[src/rtl/regs_wb_ctrl_pkg.sv]
// ---------------------------------------------------------------------------
// regs_wb_ctrl_pkg
//   Shared definitions for the writeback controller: default data/address
//   widths, register count and the requester identifiers used by the
//   round-robin arbiter.
// ---------------------------------------------------------------------------
package regs_wb_ctrl_pkg;

  localparam int XLEN     = 32;
  localparam int AW       = 5;
  localparam int NUM_REGS = 1 << AW;

  // Identifies which writeback source was granted most recently.
  typedef enum logic {
    REQ_A = 1'b0,
    REQ_B = 1'b1
  } req_id_e;

endpackage : regs_wb_ctrl_pkg

[src/rtl/regs_wb_ctrl_arb.sv]
// ---------------------------------------------------------------------------
// wb_rr_arb
//   Two-way round-robin arbiter for the writeback port.
//
//   Ports
//     clk      in   clock, rising edge
//     rst_n    in   asynchronous active-low reset
//     a_req_i  in   requester A (ALU) has a valid writeback
//     b_req_i  in   requester B (LSU) has a valid writeback
//     a_gnt_o  out  combinational grant to A
//     b_gnt_o  out  combinational grant to B
//
//   A lone requester is granted immediately. Under contention the requester
//   that did not win the previous transfer is granted, so the loser waits at
//   most one cycle. Because a grant is only ever given to a valid requester,
//   every grant is a transfer and the pointer moves on every grant.
// ---------------------------------------------------------------------------
module wb_rr_arb (
  input  logic clk,
  input  logic rst_n,
  input  logic a_req_i,
  input  logic b_req_i,
  output logic a_gnt_o,
  output logic b_gnt_o
);

  import regs_wb_ctrl_pkg::*;

  req_id_e last_q;
  req_id_e last_d;
  logic    a_win;
  logic    b_win;

  always_comb begin
    a_win = 1'b0;
    b_win = 1'b0;
    if (a_req_i && b_req_i) begin
      // Contention: the side that lost last time goes now.
      if (last_q == REQ_B) a_win = 1'b1;
      else                 b_win = 1'b1;
    end else if (a_req_i) begin
      a_win = 1'b1;
    end else if (b_req_i) begin
      b_win = 1'b1;
    end
  end

  // Grants are held low while reset is asserted so nothing can hand off
  // into a controller that is being cleared.
  assign a_gnt_o = a_win && rst_n;
  assign b_gnt_o = b_win && rst_n;

  always_comb begin
    last_d = last_q;
    if (a_gnt_o)      last_d = REQ_A;
    else if (b_gnt_o) last_d = REQ_B;
  end

  // Reset to "B last" so A takes the first contended slot.
  always_ff @(posedge clk or negedge rst_n) begin
    if (!rst_n) last_q <= REQ_B;
    else        last_q <= last_d;
  end

endmodule : wb_rr_arb

[src/rtl/regs_wb_ctrl.sv]
// ---------------------------------------------------------------------------
// regs_wb_ctrl
//   Writeback controller for a register file with a single write port.
//   Arbitrates two writeback sources (ALU = A, LSU = B) onto the write port
//   with one cycle of latency, and keeps a pending-write scoreboard that the
//   issue stage sets (claim) and writebacks clear.
//
//   Ports
//     clk, rst_n                          clock / async active-low reset
//     a_valid, a_ready, a_addr, a_data    requester A writeback handshake
//     b_valid, b_ready, b_addr, b_data    requester B writeback handshake
//     claim_valid, claim_ready, claim_addr  destination reservation
//     rs1_addr, rs2_addr                  scoreboard query addresses
//     rs1_busy, rs2_busy                  query results (combinational)
//     w_en, waddr, wdata                  registered register-file write port
//     busy                                full scoreboard vector
//
//   x0 is hardwired: writes to it complete the handshake but never reach the
//   write port, and it can never be marked busy.
// ---------------------------------------------------------------------------
module regs_wb_ctrl #(
  parameter int XLEN = regs_wb_ctrl_pkg::XLEN,
  parameter int AW   = regs_wb_ctrl_pkg::AW
) (
  input  logic                 clk,
  input  logic                 rst_n,
  // requester A (ALU)
  input  logic                 a_valid,
  output logic                 a_ready,
  input  logic [AW-1:0]        a_addr,
  input  logic [XLEN-1:0]      a_data,
  // requester B (load/store unit)
  input  logic                 b_valid,
  output logic                 b_ready,
  input  logic [AW-1:0]        b_addr,
  input  logic [XLEN-1:0]      b_data,
  // issue-stage destination claim
  input  logic                 claim_valid,
  output logic                 claim_ready,
  input  logic [AW-1:0]        claim_addr,
  // source operand queries
  input  logic [AW-1:0]        rs1_addr,
  input  logic [AW-1:0]        rs2_addr,
  output logic                 rs1_busy,
  output logic                 rs2_busy,
  // register-file write port
  output logic                 w_en,
  output logic [AW-1:0]        waddr,
  output logic [XLEN-1:0]      wdata,
  // scoreboard
  output logic [(1<<AW)-1:0]   busy
);

  import regs_wb_ctrl_pkg::*;

  localparam int NREGS = 1 << AW;

  // ---------------------------------------------------------------------
  // Arbitration
  // ---------------------------------------------------------------------
  logic a_gnt;
  logic b_gnt;

  wb_rr_arb u_arb (
    .clk     (clk),
    .rst_n   (rst_n),
    .a_req_i (a_valid),
    .b_req_i (b_valid),
    .a_gnt_o (a_gnt),
    .b_gnt_o (b_gnt)
  );

  assign a_ready = a_gnt;
  assign b_ready = b_gnt;

  logic            xfer;
  logic [AW-1:0]   wb_addr;
  logic [XLEN-1:0] wb_data;
  logic            wr_fire;

  // The arbiter grants at most one side, and only a valid one.
  assign xfer    = (a_valid && a_ready) || (b_valid && b_ready);
  assign wb_addr = b_gnt ? b_addr : a_addr;
  assign wb_data = b_gnt ? b_data : a_data;
  assign wr_fire = xfer && (wb_addr != '0);

  // ---------------------------------------------------------------------
  // Scoreboard
  // ---------------------------------------------------------------------
  logic [NREGS-1:0] busy_q;
  logic [NREGS-1:0] busy_d;
  logic             claim_fire;

  // busy_q[0] is always 0, so a claim of x0 is always ready.
  assign claim_ready = !busy_q[claim_addr];
  assign claim_fire  = claim_valid && claim_ready && (claim_addr != '0);

  always_comb begin
    busy_d = busy_q;
    if (wr_fire)    busy_d[wb_addr]    = 1'b0;
    // Applied after the clear: a new reservation beats a retiring write to
    // the same register, since the new producer is still outstanding.
    if (claim_fire) busy_d[claim_addr] = 1'b1;
    busy_d[0] = 1'b0;
  end

  always_ff @(posedge clk or negedge rst_n) begin
    if (!rst_n) busy_q <= '0;
    else        busy_q <= busy_d;
  end

  assign busy = busy_q;

  // Queries see the registered state only; a clear lands one edge later.
  assign rs1_busy = busy_q[rs1_addr];
  assign rs2_busy = busy_q[rs2_addr];

  // ---------------------------------------------------------------------
  // Write port registers
  // ---------------------------------------------------------------------
  logic            w_en_q;
  logic            w_en_d;
  logic [AW-1:0]   waddr_q;
  logic [AW-1:0]   waddr_d;
  logic [XLEN-1:0] wdata_q;
  logic [XLEN-1:0] wdata_d;

  // Address/data hold between writes; x0 transfers leave them untouched.
  always_comb begin
    w_en_d  = wr_fire;
    waddr_d = waddr_q;
    wdata_d = wdata_q;
    if (wr_fire) begin
      waddr_d = wb_addr;
      wdata_d = wb_data;
    end
  end

  always_ff @(posedge clk or negedge rst_n) begin
    if (!rst_n) begin
      w_en_q  <= 1'b0;
      waddr_q <= '0;
      wdata_q <= '0;
    end else begin
      w_en_q  <= w_en_d;
      waddr_q <= waddr_d;
      wdata_q <= wdata_d;
    end
  end

  assign w_en  = w_en_q;
  assign waddr = waddr_q;
  assign wdata = wdata_q;

endmodule : regs_wb_ctrl

[config.mk]
export PLATFORM = sky130hd
export DESIGN_NAME = regs_wb_ctrl
export DESIGN_NICKNAME = d
export VERILOG_FILES = /design/src/rtl/regs_wb_ctrl_pkg.sv /design/src/rtl/regs_wb_ctrl_arb.sv /design/src/rtl/regs_wb_ctrl.sv
export SDC_FILE = /design/constraint.sdc
export NUM_CORES = 1
export LEC_CHECK = 0
export BUFFER_PORTS_ARGS = -buffer_cell sky130_fd_sc_hd__clkbuf_2
export CORE_MARGIN = 2
export CORE_UTILIZATION = 30
export CTS_CLUSTER_SIZE = 24
export DETAILED_ROUTE_END_ITERATION = 6
export PLACE_DENSITY = 0.52
export SYNTH_ARGS = -nofsm -noshare
export SYNTH_HDL_FRONTEND = slang
export SYNTH_SLANG_ARGS = --single-unit
[constraint.sdc]
create_clock -name clk -period 3.8 [get_ports clk]
set_input_delay 0.57 -clock clk [delete_from_list [all_inputs] [get_ports clk]]
set_output_delay 0.57 -clock clk [all_outputs]
set_load 0.01 [all_outputs]
# == After elaboration in Yosys (flattened, before gate mapping) ==
# Index checks and enable logic that the tools add are counted.
# word_totals
register_bits,70
input_bits,94
output_inout_bits,75
elab_cells,52
# classes
order_cmp,6
muxes,23
bitwise,3
n_reduce_logical,15
# ops
op,n
two-way mux 32 bit,3
bitwise AND 32 bit,1
NOT 32 bit,1
bitwise OR 32 bit,1
< comparator 5 x 6 -> 1 bit (second input constant),4
binary-select mux 1 bit (select 5 bit),3
two-way mux 1 bit,14
demux 1 bit (select 5 bit),2
greater-or-equal comparator 5 x 1 -> 1 bit (second input constant),2
logical AND 1 bit,10
nonzero test 5 bit,2
two-way mux 5 bit,1
nonzero test 2 bit,1
zero test 1 bit,1
logical OR 1 bit,1

# == Depth between registers and ports, before layout ==
# Gate-level depths: netlist of run 1.
# logic_depth
word_depth,14
depth_mapped,8
depth_no_buf,6

# == Modules after synthesis ==
# A second synthesis of run 1 with hierarchy kept.
# hier_totals
cells_unflattened,383
area_unflattened_um2,4510.6
# modules_own_cells
mod,instances,cells_each,area_each_um2,seq_area_each_um2
regs_wb_ctrl,1,375,4448.0,1726.7
wb_rr_arb,1,8,62.6,26.3

# == Worst setup path before layout of run 1 ==
# No wires, ideal clock.
# synth_path
path_type,in2out
startpoint,input port claim_addr[1]
endpoint,output port claim_ready
t_arrival_ns,2.195
required_time_ns,3.230
slack_ns,1.035
path_stages,7
n_path_buf,2
cell_sequence,buf_4 -> buf_2 -> mux2i_1 -> o22ai_1 -> o21ai_0 -> nand2_1 -> a2111oi_0
# synth_via
elab_chain_cells,3
# synth_rtl
item,line,rtl
"start, declared",regs_wb_ctrl.sv:40,"input logic [AW-1:0] claim_addr,"
binary-select mux 1 bit (select 5 bit),regs_wb_ctrl.sv:95,assign claim_ready = !busy_q[claim_addr];
two-way mux 1 bit (not written as such),regs_wb_ctrl.sv:95,
zero test 1 bit,regs_wb_ctrl.sv:95,
"end, declared",regs_wb_ctrl.sv:39,"output logic claim_ready,"
# Every way passes these cells. The select of a mux whose other input is x is not followed.

# == Worst setup path in the final report of run 1 ==
# Same ends and word-level chain as after synthesis.

==> results of run 1 <==
-- how the worst min path moves through the flow --
stage,to,startpoint,cells past startpoint
final,busy[28]$_DFF_PN0_,rst_n,1
after global routing,busy[10]$_DFF_PN0_,rst_n,1
after CTS,busy[28]$_DFF_PN0_,rst_n,1
after detailed placement,wdata[5]$_DFFE_PN0N_,wdata[5]$_DFFE_PN0N_,1
after global placement,wdata[9]$_DFFE_PN0N_,wdata[9]$_DFFE_PN0N_,1
after floorplan,busy[10]$_DFF_PN0_,rst_n,0
-- placed cells by master, fill, tap and decap left out, types with 2 or more instances in the layout --
cell          n
clkbuf_2    166
dfrtp_1      69
mux2_2       48
o31ai_1      36
mux2_1       25
o21ai_0      23
nand2_1      17
mux2i_1      15
mux4_2       15
a21oi_1      14
nand3_1       9
clkbuf_16     9
nor2_1        7
inv_1         7
o41ai_1       7
nand3b_1      6
o22ai_1       6
buf_4         6
nor3_1        5
or3_1         5
nand2b_1      5
nor4b_1       4
o21ai_1       3
a31oi_1       3
a2111oi_0     3
bufinv_16     3
and2_1        2
or2_2         2
nor2b_1       2
a31oi_2       2
nand4_1       2
o211ai_1      2
nor3b_1       2
clkbuf_8      2
clkinvlp_4    2
-- registers in the layout (all words and copies together), names as in the netlist --
signal / flops
busy: 31
u_arb.last_q: 1
w_en: 1
waddr: 5
wdata: 32
-- synthesized netlist by cell type, drive strengths merged --
| library cell | n | area [µm²] |
|---|---|---|
| conb | 1 | 3.75 |
| nand2 | 18 | 75.1 |
| a2111oi | 3 | 26.3 |
| clkbuf | 9 | 33.8 |
| o21ai | 26 | 130 |
| nand4 | 2 | 12.5 |
| mux2i | 16 | 164 |
| o31a | 1 | 8.76 |
| nand3b | 6 | 45.0 |
| mux4 | 15 | 338 |
| nand3 | 9 | 45.0 |
| dfrtp | 69 | 1730 |
| nor2b | 2 | 12.5 |
| a2111o | 1 | 11.3 |
| a21boi | 1 | 7.51 |
| nor4 | 1 | 6.26 |
| or3b | 1 | 8.76 |
| o211ai | 2 | 15.0 |
| or2 | 2 | 12.5 |
| buf | 15 | 101 |
| o41ai | 7 | 61.3 |
| nand2b | 5 | 31.3 |
| o22ai | 6 | 37.5 |
| a31oi | 5 | 43.8 |
| a22o | 1 | 8.76 |
| nor3 | 5 | 25.0 |
| a21oi | 15 | 86.3 |
| a21o | 1 | 7.51 |
| and2 | 2 | 12.5 |
| dfstp | 1 | 26.3 |
| nor3b | 2 | 15.0 |
| a211o | 1 | 8.76 |
| nor4b | 4 | 35.0 |
| nor2 | 7 | 26.3 |
| o32a | 1 | 10.0 |
| inv | 8 | 30.0 |
| mux2 | 74 | 837 |
| or3 | 5 | 31.3 |
| o31ai | 37 | 283 |
| a2bb2oi | 1 | 8.76 |
| o21a | 1 | 7.51 |
-- critical path, delay by kind of cell --
family	cells	cell delay [ns]
mux	1	0.57
simple gates	1	0.07
compound gates	2	0.55
buf+inv	2	0.69
-- area by class of cell --
cell class	instances	area (µm²)
fill	1435	8730
multi-input combinational	287	2500
sequential	70	1750
timing repair buffer	172	876
clock buffer	11	253
tap	184	230
clock inverter	5	105
inverter	8	30.0
-- logic make-up after synthesis --
logic type	count (synthesis)
and+or+nand+nor	71
buffers and inverters	32
AOI/OAI and AO/OA	110
DFF	70
other	1
muxes	105
-- per-layer routing --
metal	global-route usage	routed length [µm]	vias to the layer above
met2	0.267	6160	231
met5	0	0	-
met1	0.230	5820	1956
met4	0.0654	217	0
li1	-	-	1833
met3	0.0561	1450	16
-- power by group through the flow --
stage | clock network, mW | logic, mW | registers (mW)
floorplan | 0 | 0.456 | 1.13
global placement | 0 | 0.853 | 1.13
detailed placement | 0 | 0.865 | 1.13
CTS | 1.02 | 0.867 | 1.12
global route | 1.05 | 0.941 | 1.15
finish | 0.994 | 0.859 | 1.13
-- metrics by stage --
stage / setup WS, ns / utilization
global route: 0.721 / 0.397
finish: 0.783 / 0.397
CTS: 0.833 / 0.397
detailed placement: 0.825 / 0.372
global placement: 0.810 / 0.372
floorplan: 1.04 / -
==> key figures, run 1 <==
Logic synthesis
  • Yosys reg bits: 70
  • Synth Area in Simple Gates: 0.0892
  • Complex-gate fraction of the synthesized area: 0.173
  • Mean post-synth cell area: 11.4 µm²
  • Mux cell area share after synthesis: 0.303
  • Cell variety after synth: 52
  • Area share of fa/ha/maj cells after synthesis: 0
  • Main combinational cell family by area after synthesis: multiplexers
  • Sequential area share after synthesis: 0.397
  • Mapped Area: 0.00442 mm²
  • Synth warnings: 0
  • Post-Syn Instances: 389
  • Syn_nets: 483
  • Synth Area in XOR/XNOR: 0

Place
  • Placed Area: 0.00539 mm²
  • Routability cong.: 0.933
  • Buffers on Ports: 167
  • Post-Place Cells: 721
  • DP Wirelength: 10.4 mm

Critical path
  • Crit-path cells: clkbuf_2, mux4_2, nand2_1, a21boi_0, a2111oi_0, clkbuf_2
  • Setup crit start: claim_addr[1]
  • Crit path largest cell delay: 0.57 ns
  • CP max stage cell: mux4_2
  • R2R cell count: 6
  • CP Class: primary input to output pin
  • Crit path to: claim_ready
  • FF-to-FF setup slack: 1.55 ns
  • CP arrival: 2.45 ns
  • CP max FO: 20
  • Crit. End Element: output pin
  • Crit path top cell by count: clkbuf_2
  • Worst r2r dst: wdata[0]$_DFFE_PN0N_
  • Critical Path RT: 3.23 ns
  • Nature of the critical path startpoint: primary input
  • Worst r2r src: u_arb.last_q$_DFFE_PN1P_

Final layout
  • Non-filler instance count after layout: 737
  • Share of cells above drive strength 1: 0.476
  • Layout area overhead: 30.1%
  • Antenna Cells: 0
  • Final Instance Area: 0.00575 mm²
  • # nets final: 642

Routing
  • Post-route ant nets: 0
  • Routed WL per cell: 18.5 µm
  • Pre-antenna DRT Iters: 4
  • Via density: 5.48
  • WL final: 13.7 mm
  • Initial DRC Count: 214
  • DR vias: 4036
  • # DRC: 0

Clock tree
  • Clock transition at path regs: 0.06 ns
  • Htree depth: 3
  • CTS tree: built
  • Clk buf depth: 2
  • Hold buffers post-CTS: 0
  • CTS buffer count: 9
  • Sink Count: 70
  • PostCTS Resize Cnt: 0
  • Clock Latency Late Sink: 0.34 ns
  • Clock root cell: clkbuf_16
  • Post-CTS setup buffers: 0

Timing
  • Hold WS: 0.197 ns
  • Max Transition Viols Final: 0
  • Final Cycle Share: 0.794
  • Worst-Margin Slew: 1.00 ns
  • RSZ-0062 raised after global routing: no
  • Tmin final: 3.02 ns
  • Clock skew: 0.00341 ns
  • # setup viols final: 0
  • Setup TNS: 0 ns
  • Final hold viol count: 0
  • Fmax: 331 MHz
  • Max_slew headroom: 0.327

Pwr
  • Peak VDD IR: 0.160 mV
  • Cell-internal power: 2.02 mW
  • Switch Pwr: 0.964 mW
  • Sequential share of power: 0.379
  • Overall power: 2.99 mW
  • Clock power share: 0.333
  • P_leak: 2.54 nW
  • Sw frac: 0.323
  • Combinational fraction of design power: 0.288
  • PwrDens: 520 mW/mm²

Die
  • Die Height: 125 µm
  • # IOs: 169
  • Starting density of the core: 0.305
  • Core ar.: 0.0145 mm²
  • Chip width: 125 µm
  • Rows: 44
  • Die area: 0.0157 mm²

Global route
  • First-pass GRT wire length: 21.8 mm
  • Total global-route track usage: 0.174
  • Vias in the first global route: 4117
  • Grt ovf: 0
  • Initial antenna violation count: 0
  • Largest net degree at the start of global routing: 40

Outcome
  • Status: finished, final reports clean

Run
  • Max cap viols: 0

Hold path
  • Tightest Hold Check Type: primary input to async pin
Note: power is estimated with default switching activity, not from simulation.
==> run 2: changes to the inputs <==
Clock period 3.8 ns to 2.8 ns, I/O delays scaled along.
==> run 2 against run 1 <==
  * Worst setup slack got worse by 0.53 ns
  * Critical path type unchanged
  * Worst hold slack got worse by 0.043 ns
  * Critical path depth increased by 1
  * Global-route usage increased by 0.39 points
  * Sequential share of layout area about the same
  * Die area unchanged
  * Wire length increased by 1.8%
  * Combinational power increased by 37%
  * Total power increased by 30%
  * Largest cell class unchanged
  * Via count decreased by 0.17%
==> key figures, run 2 (synthesized netlist as in run 1, its figures left out) <==
Outcome
  • Status: finished, final reports clean

Die
  • Rows: 44
  • # IOs: 169
  • Die Height: 125 µm
  • Die area: 0.0157 mm²
  • Starting density of the core: 0.305
  • Chip width: 125 µm
  • Core ar.: 0.0145 mm²

Pwr
  • PwrDens: 677 mW/mm²
  • P_leak: 2.54 nW
  • Peak VDD IR: 0.300 mV

Global route
  • Total global-route track usage: 0.178
  • First-pass GRT wire length: 22.5 mm
  • Initial antenna violation count: 0
  • Largest net degree at the start of global routing: 38
  • Grt ovf: 0
  • Vias in the first global route: 4183

Timing
  • Fmax: 393 MHz
  • Clock skew: 0.00781 ns
  • # setup viols final: 0
  • Max_slew headroom: 0.326
  • Setup TNS: 0 ns
  • Final Cycle Share: 0.910
  • RSZ-0062 raised after global routing: no
  • Worst-Margin Slew: 1.01 ns
  • Tmin final: 2.55 ns
  • Max Transition Viols Final: 0
  • Final hold viol count: 0

Clock tree
  • Htree depth: 3
  • Clk buf depth: 2
  • CTS tree: built
  • Clock Latency Late Sink: 0.33 ns
  • Sink Count: 70
  • Clock root cell: clkbuf_16
  • Hold buffers post-CTS: 0
  • PostCTS Resize Cnt: 0
  • CTS buffer count: 9
  • Clock transition at path regs: 0.06 ns
  • Post-CTS setup buffers: 0

Routing
  • DR vias: 4029
  • Routed wl met2: 6.41 mm
  • Highest routed metal layer: met4
  • Post-route ant nets: 0
  • WL met3: 1.25 mm
  • Via density: 5.44
  • Pre-antenna DRT Iters: 5
  • # DRC: 0
  • Initial DRC Count: 135
  • Routed WL per cell: 18.8 µm
  • Wl on met1: 6.14 mm
  • WL final: 13.9 mm

Final layout
  • Most frequent cells in the layout: clkbuf_2, dfrtp_1, mux2_2
  • Non-filler instance count after layout: 741
  • Commonest non-fill, non-tap cell in the layout: clkbuf_2
  • Max reg flops: 32
  • Layout area overhead: 30.0%
  • Share of cells above drive strength 1: 0.478
  • # nets final: 646
  • Antenna Cells: 0

Critical path
  • CP Class: primary input to output pin
  • Crit. End Element: output pin
  • Critical Path RT: 2.38 ns
  • CP arrival: 2.13 ns
  • Nature of the critical path startpoint: primary input
  • CP max FO: 10

Place
  • Post-Place Cells: 725
  • DP Wirelength: 10.9 mm
  • Buffers on Ports: 167
  • Routability cong.: 0.912

Run
  • Max cap viols: 0

Hold path
  • Tightest Hold Check Type: primary input to async pin
[run 2: final timing paths]
| kind | startpoint | cells past startpoint | endpoint | slack (ns) |
|---|---|---|---|---|
| worst max register to register | u_arb.last_q$_DFFE_PN1P_ | 6 | wdata[12]$_DFFE_PN0N_ | 0.54 |
| worst max-delay path | claim_addr[1] | 7 | claim_ready | 0.25 |
| worst min-delay path | rst_n | 2 | waddr[3]$_DFFE_PN0N_ | 0.15 |
| worst min register to register | wdata[10]$_DFFE_PN0N_ | 1 | wdata[10]$_DFFE_PN0N_ | 0.48 |
| min in group clk | a_valid | 4 | u_arb.last_q$_DFFE_PN1P_ | 0.44 |
| max in group asynchronous | rst_n | 2 | wdata[19]$_DFFE_PN0N_ | 2.29 |
[run 2: layout make-up]
| cell class | count | area (µm²) |
|---|---|---|
| clock buffer | 13 | 270 |
| multi-input combinational | 287 | 2500 |
| fill | 1449 | 8740 |
| timing repair buffer | 176 | 918 |
| clock inverter | 3 | 42.5 |
| inverter | 8 | 30.0 |
| tap | 184 | 230 |
| sequential | 70 | 1750 |
[run 2: stage by stage]
step	total power, mW	util	setup slack [ns]	instance area [µm²]	hold WS (ns)
2_1_floorplan	2.15	-	0.335	4420	0.124
3_3_place_gp	2.70	0.375	0.382	5430	0.469
3_5_place_dp	2.73	0.375	0.286	5430	0.474
4_1_cts	3.93	0.397	0.272	5740	0.165
5_1_grt	4.11	0.397	0.0582	5740	0.194
6_report	3.89	0.397	0.253	5740	0.155
[run 2: critical path: stages]
cell and delay [ns]:
clkbuf_2 0.25, buf_4 0.24, mux2i_1 0.23, o32a_1 0.18, a31oi_1 0.13, a2111oi_0 0.46, clkbuf_2 0.23
[run 2: per-layer routing]
metal | track usage | vias up
li1 | - | 1852
met1 | 0.234 | 1968
met2 | 0.288 | 199
met3 | 0.0565 | 10
met4 | 0.0418 | 0
met5 | 0 | -
[run 2: report_power, final]
| group | switching, mW | internal, mW | total, mW |
|---|---|---|---|
| Sequential | 0.291 | 1.24 | 1.53 |
| Clock | 0.420 | 0.761 | 1.18 |
| Combinational | 0.582 | 0.595 | 1.18 |
==> run 3: changes to the inputs <==
Settings changed: CORE_ASPECT_RATIO set to 1.75.
==> run 3 against run 2 <==
  * Fmax down 2.1%
  * Wire length is 3.6% higher
  * Sequential power about the same
  * Highest routed layer unchanged
  * Global-route usage up 0.76 points
  * Utilization rose by 0.41 points
  * Flip-flop and latch count did not move
  * Non-clock buffer count fell by 1
  * Cell count fell by 0.67%
  * Via count is 0.62% higher
  * Largest power group unchanged
  * Clock-buffer cell count down 4
==> key figures, run 3 (synthesized netlist as in run 1, its figures left out) <==
Final layout
  • Commonest non-fill, non-tap cell in the layout: clkbuf_2
  • Layout area overhead: 30.4%
  • Most frequent cells in the layout: clkbuf_2, dfrtp_1, mux2_2
  • Share of cells above drive strength 1: 0.477
  • Max reg flops: 32
  • Layout Utilization: 0.401
  • Antenna Cells: 0
  • # nets final: 645
  • Fill cells: 1452
  • Non-filler instance count after layout: 736

Die
  • Starting density of the core: 0.307
  • Rows: 58
  • Die area: 0.0157 mm²
  • Chip width: 95.7 µm
  • # IOs: 169
  • Core ar.: 0.0144 mm²
  • Die Height: 165 µm

Timing
  • RSZ-0062 raised after global routing: no
  • Final hold viol count: 0
  • Fmax: 385 MHz
  • Tmin final: 2.60 ns
  • Max_slew headroom: 0.419
  • Clock skew: 0.00581 ns
  • Worst-Margin Slew: 0.866 ns
  • # setup viols final: 0
  • Final Cycle Share: 0.929
  • Max Transition Viols Final: 0
  • Setup TNS: 0 ns

Routing
  • Routed WL per cell: 19.6 µm
  • Initial DRC Count: 155
  • Via density: 5.51
  • Pre-antenna DRT Iters: 4
  • Post-route ant nets: 0
  • WL final: 14.4 mm
  • DR vias: 4054
  • # DRC: 0

Global route
  • Initial antenna violation count: 0
  • GRT met3 Usage: 0.0438
  • Largest net degree at the start of global routing: 56
  • Met2 Resource Use GR: 0.335
  • Top Usage Layer GRT: met2
  • First-pass GRT wire length: 22.3 mm
  • Total global-route track usage: 0.186
  • Vias in the first global route: 4251
  • Met1 usage: 0.200
  • Grt ovf: 0

Critical path
  • CP Class: primary input to output pin
  • Worst r2r src: u_arb.last_q$_DFFE_PN1P_
  • FF-to-FF setup slack: 0.64 ns
  • CP max FO: 20
  • Worst r2r dst: wdata[18]$_DFFE_PN0N_
  • CP arrival: 2.18 ns
  • Crit path to: claim_ready
  • R2R cell count: 5
  • Crit. End Element: output pin
  • Critical Path RT: 2.38 ns
  • Setup crit start: claim_addr[1]
  • Nature of the critical path startpoint: primary input

Place
  • Routability cong.: 0.901
  • DP Wirelength: 11.2 mm
  • Post-Place Cells: 719
  • Buffers on Ports: 167

Hold path
  • Tightest Hold Check Type: primary input to async pin

Pwr
  • PwrDens: 695 mW/mm²
  • P_leak: 2.55 nW
  • Peak VDD IR: 0.329 mV

Clock tree
  • Clock transition at path regs: 0.06 ns
  • CTS tree: built
  • Sink Count: 70
  • Post-CTS setup buffers: 0
  • Htree depth: 3
  • CTS buffer count: 9
  • Clk buf depth: 2
  • Clock root cell: clkbuf_16
  • Clock Latency Late Sink: 0.33 ns

Run
  • Max cap viols: 0

Outcome
  • Status: finished, final reports clean
[run 3: changes by cell type in the layout (fill, tap and decap cells not counted), sizes merged]
cell         change
clkinv           +2
dlygate4sd3      +1
bufinv           +2
buf              -1
clkbuf           -5
[run 3: critical path, stage by stage]
cell and delay [ns]:
buf_2 0.41, mux4_2 0.56, nand2_1 0.07, a21boi_0 0.08, a2111oi_0 0.40, clkbuf_2 0.22
[run 3: area by class of cell]
class	count	area (µm²)	area share
tap	180	225	0.0391
clock inverter	7	113	0.0196
timing repair buffer	175	913	0.159
sequential	70	1750	0.304
inverter	8	30.0	0.00522
multi-input combinational	287	2500	0.434
clock buffer	9	225	0.0391
[run 3: power by group]
group | switching, mW | internal [mW] | leakage (nW)
logic | 0.598 | 0.595 | 1.55
registers | 0.281 | 1.24 | 0.832
clock network | 0.427 | 0.865 | 0.165
[run 3: worst min path at each step]
stage          startpoint                   end  depth (start not counted)
2_1_floorplan       rst_n    busy[10]$_DFF_PN0_                          0
3_3_place_gp        rst_n    busy[18]$_DFF_PN0_                          1
3_5_place_dp        rst_n    busy[16]$_DFF_PN0_                          1
4_1_cts             rst_n  wdata[9]$_DFFE_PN0N_                          2
5_1_grt             rst_n  wdata[9]$_DFFE_PN0N_                          2
6_report            rst_n  wdata[9]$_DFFE_PN0N_                          2
[run 3: metrics by stage]
| step | power (mW) | hold WS, ns | setup WS [ns] | cell area [µm²] |
|---|---|---|---|---|
| 2_1_floorplan | 2.15 | 0.124 | 0.335 | 4420 |
| 3_3_place_gp | 2.70 | 0.324 | 0.199 | 5410 |
| 3_5_place_dp | 2.73 | 0.329 | 0.177 | 5410 |
| 4_1_cts | 4.05 | 0.354 | 0.175 | 5760 |
| 5_1_grt | 4.22 | 0.384 | 0.0114 | 5760 |
| 6_report | 4.00 | 0.313 | 0.200 | 5760 |
[run 3: per-layer routing]
metal / vias up / wire, µm
li1: 1843 / -
met3: 33 / 1080
met5: - / 0
met1: 1970 / 5310
met2: 208 / 7560
met4: 0 / 461
[run 3: what timing repair did]
| action | 4_1_cts | 5_1_grt |
|---|---|---|
| hold endpoints to repair | 16 | 0 |
| setup endpoints to repair | 0 | 1 |
| resized for setup | 0 | 1 |
| hold buffers | 1 | 0 |
